<file path="config.mk">
export PLATFORM = sky130hd
export DESIGN_NAME = lbm_stage_sequencer_flat
export DESIGN_NICKNAME = d
export VERILOG_FILES = /design/src/rtl/lbm_stage_sequencer_if.sv /design/src/rtl/lbm_stage_sequencer.sv /design/src/flat_wrapper.sv
export SDC_FILE = /design/constraint.sdc
export NUM_CORES = 1
export LEC_CHECK = 0
export ABC_AREA = 0
export CAP_MARGIN = 20
export CORE_MARGIN = 2
export CORE_UTILIZATION = 54
export CTS_CLUSTER_SIZE = 30
export DETAILED_ROUTE_END_ITERATION = 8
export PLACE_DENSITY_LB_ADDON = 0.3
export SLEW_MARGIN = 10
export SYNTH_ARGS = -nofsm -noshare
export SYNTH_HDL_FRONTEND = slang
export SYNTH_SLANG_ARGS = --single-unit
</file>
<file path="constraint.sdc">
create_clock -name clk -period 3.8 [get_ports clk]
set_clock_uncertainty 0.05 [all_clocks]
set_input_delay 0.76 -clock clk [delete_from_list [all_inputs] [get_ports clk]]
set_output_delay 0.76 -clock clk [all_outputs]
set_load 0.02 [all_outputs]
</file>
<file path="src/rtl/lbm_stage_sequencer_if.sv">
// lbm_stage_sequencer_if: control/status bundle between the stage sequencer and its driver.
interface lbm_stage_sequencer_if #(
    parameter int SEL_W  = 4,
    parameter int ITER_W = 16
);
    logic              start;
    logic [ITER_W-1:0] num_iter;
    logic [SEL_W-1:0]  last_sel;
    logic              stage_done;
    logic              abort;
    logic [SEL_W-1:0]  select;
    logic              stage_start;
    logic              busy;
    logic              done;
    logic              timeout_err;
    logic [ITER_W-1:0] iter_cnt;

    modport master (
        output start, num_iter, last_sel, stage_done, abort,
        input  select, stage_start, busy, done, timeout_err, iter_cnt
    );

    modport slave (
        input  start, num_iter, last_sel, stage_done, abort,
        output select, stage_start, busy, done, timeout_err, iter_cnt
    );
endinterface

</file>
<file path="src/rtl/lbm_stage_sequencer.sv">
// lbm_stage_sequencer: steps the LBM datapath through stages 0..last_sel for num_iter sweeps,
// with a per-stage timeout and abort.
module lbm_stage_sequencer #(
    parameter int SEL_W   = 4,
    parameter int ITER_W  = 16,
    parameter int TIMEOUT = 1024
) (
    input logic                  clk,
    input logic                  reset_n,
    lbm_stage_sequencer_if.slave bus
);
    localparam int TW = $clog2(TIMEOUT + 1);
    localparam logic [SEL_W-1:0] MAX_SEL = SEL_W'(10);

    typedef enum logic [1:0] {IDLE, LAUNCH, WAIT, FIN} state_t;

    state_t            state_q, state_d;
    logic [SEL_W-1:0]  select_q, select_d, last_sel_q, last_sel_d;
    logic [ITER_W-1:0] iter_cnt_q, iter_cnt_d, num_iter_q, num_iter_d, iter_inc;
    logic [TW-1:0]     tcnt_q, tcnt_d;
    logic              timeout_err_q, timeout_err_d, done_q;

    always_ff @(posedge clk or negedge reset_n) begin
        if (!reset_n) begin
            state_q       <= IDLE;
            select_q      <= '0;
            last_sel_q    <= '0;
            iter_cnt_q    <= '0;
            num_iter_q    <= '0;
            tcnt_q        <= '0;
            timeout_err_q <= 1'b0;
            done_q        <= 1'b0;
        end else begin
            state_q       <= state_d;
            select_q      <= select_d;
            last_sel_q    <= last_sel_d;
            iter_cnt_q    <= iter_cnt_d;
            num_iter_q    <= num_iter_d;
            tcnt_q        <= tcnt_d;
            timeout_err_q <= timeout_err_d;
            // done lands the cycle after FIN, so an abort seen in FIN still cancels it
            done_q        <= state_q == FIN && !bus.abort;
        end
    end

    assign iter_inc = iter_cnt_q + 1'b1;

    always_comb begin
        state_d       = state_q;
        select_d      = select_q;
        last_sel_d    = last_sel_q;
        iter_cnt_d    = iter_cnt_q;
        num_iter_d    = num_iter_q;
        tcnt_d        = tcnt_q;
        timeout_err_d = timeout_err_q;
        if (state_q != IDLE && bus.abort) begin
            state_d  = IDLE;
            select_d = '0;
        end else begin
            case (state_q)
                IDLE: if (bus.start) begin
                    num_iter_d    = bus.num_iter;
                    last_sel_d    = bus.last_sel > MAX_SEL ? MAX_SEL : bus.last_sel;
                    iter_cnt_d    = '0;
                    timeout_err_d = 1'b0;
                    select_d      = '0;
                    state_d       = |bus.num_iter ? LAUNCH : FIN;
                end
                LAUNCH: begin
                    tcnt_d  = '0;
                    state_d = WAIT;
                end
                WAIT: if (bus.stage_done) begin
                    if (select_q < last_sel_q) begin
                        select_d = select_q + 1'b1;
                        state_d  = LAUNCH;
                    end else begin
                        iter_cnt_d = iter_inc;
                        select_d   = '0;
                        state_d    = iter_inc < num_iter_q ? LAUNCH : FIN;
                    end
                end else if (tcnt_q == TW'(TIMEOUT - 1)) begin
                    timeout_err_d = 1'b1;
                    select_d      = '0;
                    state_d       = IDLE;
                end else begin
                    tcnt_d = tcnt_q + 1'b1;
                end
                default: begin
                    select_d = '0;
                    state_d  = IDLE;
                end
            endcase
        end
    end

    assign bus.select      = select_q;
    assign bus.stage_start = state_q == LAUNCH && !bus.abort;
    assign bus.busy        = state_q != IDLE;
    assign bus.done        = done_q;
    assign bus.timeout_err = timeout_err_q;
    assign bus.iter_cnt    = iter_cnt_q;
endmodule
</file>
<file path="src/flat_wrapper.sv">
// flat-port wrapper written by rule: the top's interface ports become plain ports
module lbm_stage_sequencer_flat 
#(
    parameter int SEL_W   = 4,
    parameter int ITER_W  = 16,
    parameter int TIMEOUT = 1024
)
  (clk, reset_n, bus_start, bus_num_iter, bus_last_sel, bus_stage_done, bus_abort, bus_select, bus_stage_start, bus_busy, bus_done, bus_timeout_err, bus_iter_cnt);
  lbm_stage_sequencer_if #(.SEL_W(SEL_W), .ITER_W(ITER_W)) bus_i ();
  input logic clk;
  input logic reset_n;
  input wire logic [$bits(bus_i.start)-1:0] bus_start;
  input wire logic [$bits(bus_i.num_iter)-1:0] bus_num_iter;
  input wire logic [$bits(bus_i.last_sel)-1:0] bus_last_sel;
  input wire logic [$bits(bus_i.stage_done)-1:0] bus_stage_done;
  input wire logic [$bits(bus_i.abort)-1:0] bus_abort;
  output wire logic [$bits(bus_i.select)-1:0] bus_select;
  output wire logic [$bits(bus_i.stage_start)-1:0] bus_stage_start;
  output wire logic [$bits(bus_i.busy)-1:0] bus_busy;
  output wire logic [$bits(bus_i.done)-1:0] bus_done;
  output wire logic [$bits(bus_i.timeout_err)-1:0] bus_timeout_err;
  output wire logic [$bits(bus_i.iter_cnt)-1:0] bus_iter_cnt;
  assign bus_i.start = bus_start;
  assign bus_i.num_iter = bus_num_iter;
  assign bus_i.last_sel = bus_last_sel;
  assign bus_i.stage_done = bus_stage_done;
  assign bus_i.abort = bus_abort;
  assign bus_select = bus_i.select;
  assign bus_stage_start = bus_i.stage_start;
  assign bus_busy = bus_i.busy;
  assign bus_done = bus_i.done;
  assign bus_timeout_err = bus_i.timeout_err;
  assign bus_iter_cnt = bus_i.iter_cnt;
  lbm_stage_sequencer #(.SEL_W(SEL_W), .ITER_W(ITER_W), .TIMEOUT(TIMEOUT)) u_core (.clk(clk), .reset_n(reset_n), .bus(bus_i));
endmodule
</file>
== After elaboration in Yosys (flattened, before gate mapping) ==
Cells that the tools add are included.
Storage, ports and cells
  register bits after elaboration: 55
  word-level logic and storage cells: 69
Cells by class
  $add $sub $neg: 3
  order comparisons: 3
  equality and inequality tests: 13
  mux-type cells: 26
  bitwise gates (word level): 1
  reduce and logical (&&, ||, !) cells: 15
Operator list (number)
  $mux 16: 3
  $pmux 16 s2: 1
  $mux 4: 6
  $mux 11: 2
  $pmux 11 s2: 1
  $add 16x1->16 const B: 1
  $lt 16x16->1: 1
  $reduce_or 16->1: 1
  $mux 2: 7
  $pmux 4 s3: 1
  $add 11x1->11 const B: 1
  $eq 11x10->1 const B: 1
  $ne 2x2->1 const B: 5
  $reduce_and 5->1: 2
  $pmux 2 s3: 1
  $reduce_and 3->1: 2
  $reduce_bool 2->1: 3
  $add 4x1->4 const B: 1
  $eq 2x2->1 const B: 2
  $gt 4x4->1 const B: 1
  $lt 4x4->1: 1
  $ne 2x1->1 const B: 2
  $ne 4x2->1 const B: 1
  $reduce_and 4->1: 1
  9 further kinds: 13

== Longest topological paths before layout ==
Gate-level depths: netlist of the first run.
  depth after elaboration: 7
  gate-level depth with buffers: 11
  gate-level depth less buffers: 11

== Worst setup path before layout of the first run ==
Ideal clock, no wire load.
  kind: reg2reg
  start point: register u_core.iter_cnt_q[0], in the netlist u_core.bus.iter_cnt[0]
  end point: register u_core.state_q[1]
  arrival: 2.835 ns
  path slack: 0.777 ns
  stages on the path, launching flop included: 11
  buffers on the path: 0
  clock period less this slack: 3.023 ns
  cells stage by stage: dfrtp_1 -> ha_1 -> inv_1 -> nor4_1 -> nand3_1 -> xnor2_1 -> ha_1 -> and2_0 -> a221o_1 -> a21oi_2 -> or4b_1
Between the ends
  word-level cells in the longest chain between the ends: 7
Ends and longest elaborated chain
  start, declared: RTL line lbm_stage_sequencer.sv:19  | logic [ITER_W-1:0] iter_cnt_q, iter_cnt_d, num_iter_q, num_iter_d, iter_inc;
  start signal, assigned: RTL line lbm_stage_sequencer.sv:37  | iter_cnt_q <= iter_cnt_d;
  $add 16x1->16: RTL line lbm_stage_sequencer.sv:46  | assign iter_inc = iter_cnt_q + 1'b1;
  $lt 16x16->1: RTL line lbm_stage_sequencer.sv:80  | state_d = iter_inc < num_iter_q ? LAUNCH : FIN;
  $mux 2: RTL line lbm_stage_sequencer.sv:80
  $mux 2: RTL line lbm_stage_sequencer.sv:74  | if (select_q < last_sel_q) begin
  $mux 2: RTL line lbm_stage_sequencer.sv:73  | WAIT: if (bus.stage_done) begin
  $pmux 2 s3: RTL line lbm_stage_sequencer.sv:60  | case (state_q)
  $mux 2: RTL line lbm_stage_sequencer.sv:56  | if (state_q != IDLE && bus.abort) begin
  end signal, assigned: RTL line lbm_stage_sequencer.sv:34  | state_q <= state_d;
  end, declared: RTL line lbm_stage_sequencer.sv:17  | state_t state_q, state_d;
Every way passes these cells.
A chain may end at the register's enable or synchronous reset.

== Worst setup path in the final report of the first run ==
Ends and elaborated chain as after synthesis.

==> impl_metrics.env, run 1 <==
export IMPL_synth_seq_area_share=0.4294
export IMPL_maxSlewViolCount=0
export IMPL_ys_warn_count=0
export IMPL_synth_area_sq_um=3206
export IMPL_core_area_sq_um=5816
export IMPL_internal_power_uw=883.2
export IMPL_grt_use_total=0.2325
export IMPL_post_cts_buffers=0
export IMPL_grt_overflow_total=0
export IMPL_postRouteAntennaNets=0
export IMPL_post_drt_via_cell_ratio=5.670
export IMPL_avgSynthCellArea_sq_um=9.598
export IMPL_worst_pin_slew_ns=0.6811
export IMPL_root_buffer="clkbuf_8"
export IMPL_cap_violations=0
export IMPL_grt_setup_unrepaired="no"
export IMPL_cp_start_kind="flop"
export IMPL_drt_first_pass_iters=4
export IMPL_antenna_found_initial=0
export IMPL_numCtsBuffers=5
export IMPL_clockBufferDepth=2
export IMPL_cts_sinks=55
export IMPL_async_reset_ff_frac=1.000
export IMPL_vdd_ir_drop_max_v=0.0002236
export IMPL_swShare=0.2924
export IMPL_hold_violations=0
export IMPL_finalSetupViolCount=0
export IMPL_area_growth_pct=19.59
export IMPL_end_kind="flop"
export IMPL_clock_fmax_mhz=307.4
export IMPL_vias=2591
export IMPL_placement_rows=28
export IMPL_seqPwrFrac=0.535
export IMPL_floorplan_die_width_um=81.05
export IMPL_wl_per_cell_um=15.16
export IMPL_drc_errors=0
export IMPL_leakagePower_nw=1.683
export IMPL_cts_resized=0
export IMPL_fin_crit_ns=3.253
export IMPL_nNetsFinal=427
export IMPL_setup_tns_ns=0
export IMPL_hp_class="input pin to async pin"
export IMPL_critical_path_class="flop to flop"
export IMPL_gp_congestion=0.8467
export IMPL_power_clock_fraction=0.252
export IMPL_crit_path_max_fanout=6
export IMPL_drt_iter0_markers=96
export IMPL_die_area_sq_um=6568
export IMPL_synth_fp_nets=380
export IMPL_post_place_cells=449
export IMPL_synth_area_leader_cell="dfrtp_1"
export IMPL_dpl_cell_area_sq_um=3752
export IMPL_netlist_area_leader_share=0.4294
export IMPL_final_core_utilization=0.6592
export IMPL_hpwlAfterDp_um=5240
export IMPL_design_portCount=49
export IMPL_drive_gt1_frac=0.07068
export IMPL_drt_wl_total_um=6930
export IMPL_n_antenna_cell=0
export IMPL_clk_pin_slew_ns=0.09
export IMPL_synthTopCellsByArea="dfrtp_1, ha_1, xnor2_1, nand2_1, o21ai_0"
export IMPL_switchingPower_uw=365.0
export IMPL_ys_ff_latch=55
export IMPL_portBuffers=48
export IMPL_hold_buffers=0
export IMPL_relSlewSlack=0.5459
export IMPL_p_per_area_nw_per_um2=325.6
export IMPL_worstPathArrival_ns=3.39
export IMPL_grt_max_degree=31
export IMPL_required_ns=3.93
export IMPL_finalNonFillerCells=457
export IMPL_finalCritPeriodShare=0.8560
export IMPL_yosys_cell_types_count=50
export IMPL_die_h_um=81.05
export IMPL_grt_pass1_vias=2606
export IMPL_yosys_most_used_dff="dfrtp_1"
export IMPL_initial_core_util=0.5512
export IMPL_cts_tree="done"
export IMPL_status="complete, no violations"
export IMPL_cts_htree_levels=2
export IMPL_combPwrFrac=0.213
export IMPL_synthCells=334
export IMPL_clk_latency_ns=0.31
export IMPL_stdcell_area_sq_um=3834
export IMPL_grt_pass1_wl_um=11730
export IMPL_synth_edf_count=0
-- per-layer routing --
layer / up-vias / global-route usage / wire length (um)
met2: 51 / 0.4107 / 3525
met5: - / 0 / 0
li1: 1277 / - / -
met1: 1256 / 0.2920 / 3102
met4: 0 / 0.06780 / 88
met3: 7 / 0.04000 / 213
-- cell families after synthesis --
kind of cell / count (synthesis) / share of synthesized area
buf+inv: 39 / 0.04957
compound gates: 68 / 0.1444
xor+xnor: 23 / 0.06284
flops: 55 / 0.4294
mux: 8 / 0.02654
simple gates: 120 / 0.2053
fa+ha+maj: 21 / 0.08197
-- flip-flops by register name, indices dropped and copies added, names as in the netlist --
| name | cells |
|---|---|
| u_core.last_sel_q | 4 |
| u_core.bus.select | 4 |
| u_core.tcnt_q | 11 |
| u_core.state_q | 2 |
| u_core.num_iter_q | 16 |
| u_core.bus.done | 1 |
| u_core.bus.timeout_err | 1 |
| u_core.bus.iter_cnt | 16 |
-- worst paths after layout --
path	from	to	slack [ns]	depth (start not counted)
worst max register to register	u_core.bus.iter_cnt[0]	u_core.state_q[1]	0.55	10
worst min register to register	u_core.bus.timeout_err	u_core.bus.timeout_err	0.45	2
worst max-delay path	u_core.bus.iter_cnt[0]	u_core.state_q[1]	0.55	10
worst min-delay path	reset_n	u_core.last_sel_q[0]	0.43	1
max in group asynchronous	reset_n	u_core.bus.iter_cnt[15]	2.48	2
min in group clk	u_core.bus.timeout_err	u_core.bus.timeout_err	0.45	2
-- area by class of cell --
cell class / count / area (sq um)
Clock buffer: 7 / 76.32
Timing Repair Buffer: 52 / 505.5
Sequential cell: 55 / 1376
Fill cell: 494 / 1982
Multi-Input combinational cell: 240 / 1675
Tap cell: 75 / 93.84
Inverter: 27 / 101.3
Clock inverter: 1 / 5.005
-- cell usage after synthesis, types with 2 or more instances --
| cell type | count |
|---|---|
| a2111oi_0 | 2 |
| a211o_1 | 3 |
| a211oi_1 | 8 |
| a21o_1 | 3 |
| a21oi_1 | 7 |
| a21oi_2 | 2 |
| a22o_1 | 11 |
| and3_1 | 2 |
| and4_1 | 3 |
| buf_2 | 4 |
| clkbuf_1 | 7 |
| dfrtp_1 | 55 |
| ha_1 | 21 |
| inv_1 | 27 |
| mux2_2 | 4 |
| mux2i_1 | 4 |
| nand2_1 | 31 |
| nand2b_1 | 3 |
| nand3_1 | 14 |
| nand3b_1 | 6 |
| nand4_1 | 5 |
| nor2_1 | 20 |
| nor2b_1 | 3 |
| nor3_1 | 6 |
| nor3b_1 | 3 |
| nor4_1 | 7 |
| nor4b_1 | 2 |
| o21ai_0 | 23 |
| o22ai_1 | 2 |
| or2_2 | 4 |
| or3_1 | 2 |
| xnor2_1 | 21 |
| xor2_1 | 2 |
-- power groups by stage --
stage	registers (mW)	logic (mW)	clock network [mW]
6_report	0.668	0.265	0.315
5_1_grt	0.675	0.304	0.343
4_1_cts	0.668	0.268	0.320
3_5_place_dp	0.680	0.265	0
3_3_place_gp	0.678	0.254	0
2_1_floorplan	0.670	0.172	0
-- placed cells by master, fill, tap and decap left out, types with 4 or more instances in the layout --
cell / n
nand4_1: 5
mux2i_1: 4
ha_1: 21
xnor2_1: 21
a211oi_1: 8
nor3_1: 6
or2_2: 4
nand3_1: 14
clkdlybuf4s50_1: 47
o21ai_0: 23
nor4_1: 7
a21oi_1: 7
inv_1: 27
mux2_2: 4
a22o_1: 11
nand3b_1: 6
dfrtp_1: 55
buf_4: 4
nor2_1: 20
nand2_1: 31
clkbuf_8: 5
-- critical path, cell delays in order (launching register included) --
cell and delay, ns:
dfrtp_1 0.45, ha_1 0.23, inv_1 0.09, nor4_1 0.59, nand3_1 0.24, xnor2_1 0.18, ha_1 0.26, and2_0 0.15
a221o_1 0.31, a21oi_2 0.13, or4b_1 0.44
-- metrics by stage --
step	worst slack, ns	power, mW	hold WS (ns)
after detailed placement	0.6497	0.9450	0.4426
after CTS	0.6157	1.256	0.4465
after global routing	0.3527	1.323	0.4818
final	0.5472	1.248	0.4298
after floorplan	0.7766	0.8425	0.4144
after global placement	0.7515	0.9321	0.4445
Note: power is estimated with default switching activity, not from simulation.
==> inputs of run 2 (changes only) <==
--- a/config.mk
+++ b/config.mk
@@ -6,12 +6,14 @@
 export NUM_CORES = 1
 export LEC_CHECK = 0
 export ABC_AREA = 0
+export ABC_CLOCK_PERIOD_IN_PS = 3800
 export CAP_MARGIN = 20
 export CORE_MARGIN = 2
 export CORE_UTILIZATION = 54
 export CTS_CLUSTER_SIZE = 30
 export DETAILED_ROUTE_END_ITERATION = 8
 export PLACE_DENSITY_LB_ADDON = 0.3
+export SKIP_CTS_REPAIR_TIMING = 1
 export SLEW_MARGIN = 10
 export SYNTH_ARGS = -nofsm -noshare
 export SYNTH_HDL_FRONTEND = slang
==> results of run 2 <==
The final DEF is identical to that of run 1; final timing and power are the same.
==> inputs of run 3 (changes only) <==
--- a/config.mk
+++ b/config.mk
@@ -12,6 +12,7 @@
 export CORE_UTILIZATION = 54
 export CTS_CLUSTER_SIZE = 30
 export DETAILED_ROUTE_END_ITERATION = 8
+export HOLD_SLACK_MARGIN = 0.05
 export PLACE_DENSITY_LB_ADDON = 0.3
 export SKIP_CTS_REPAIR_TIMING = 1
 export SLEW_MARGIN = 10
==> results of run 3 <==
The final DEF is identical to that of run 1; final timing and power are the same.
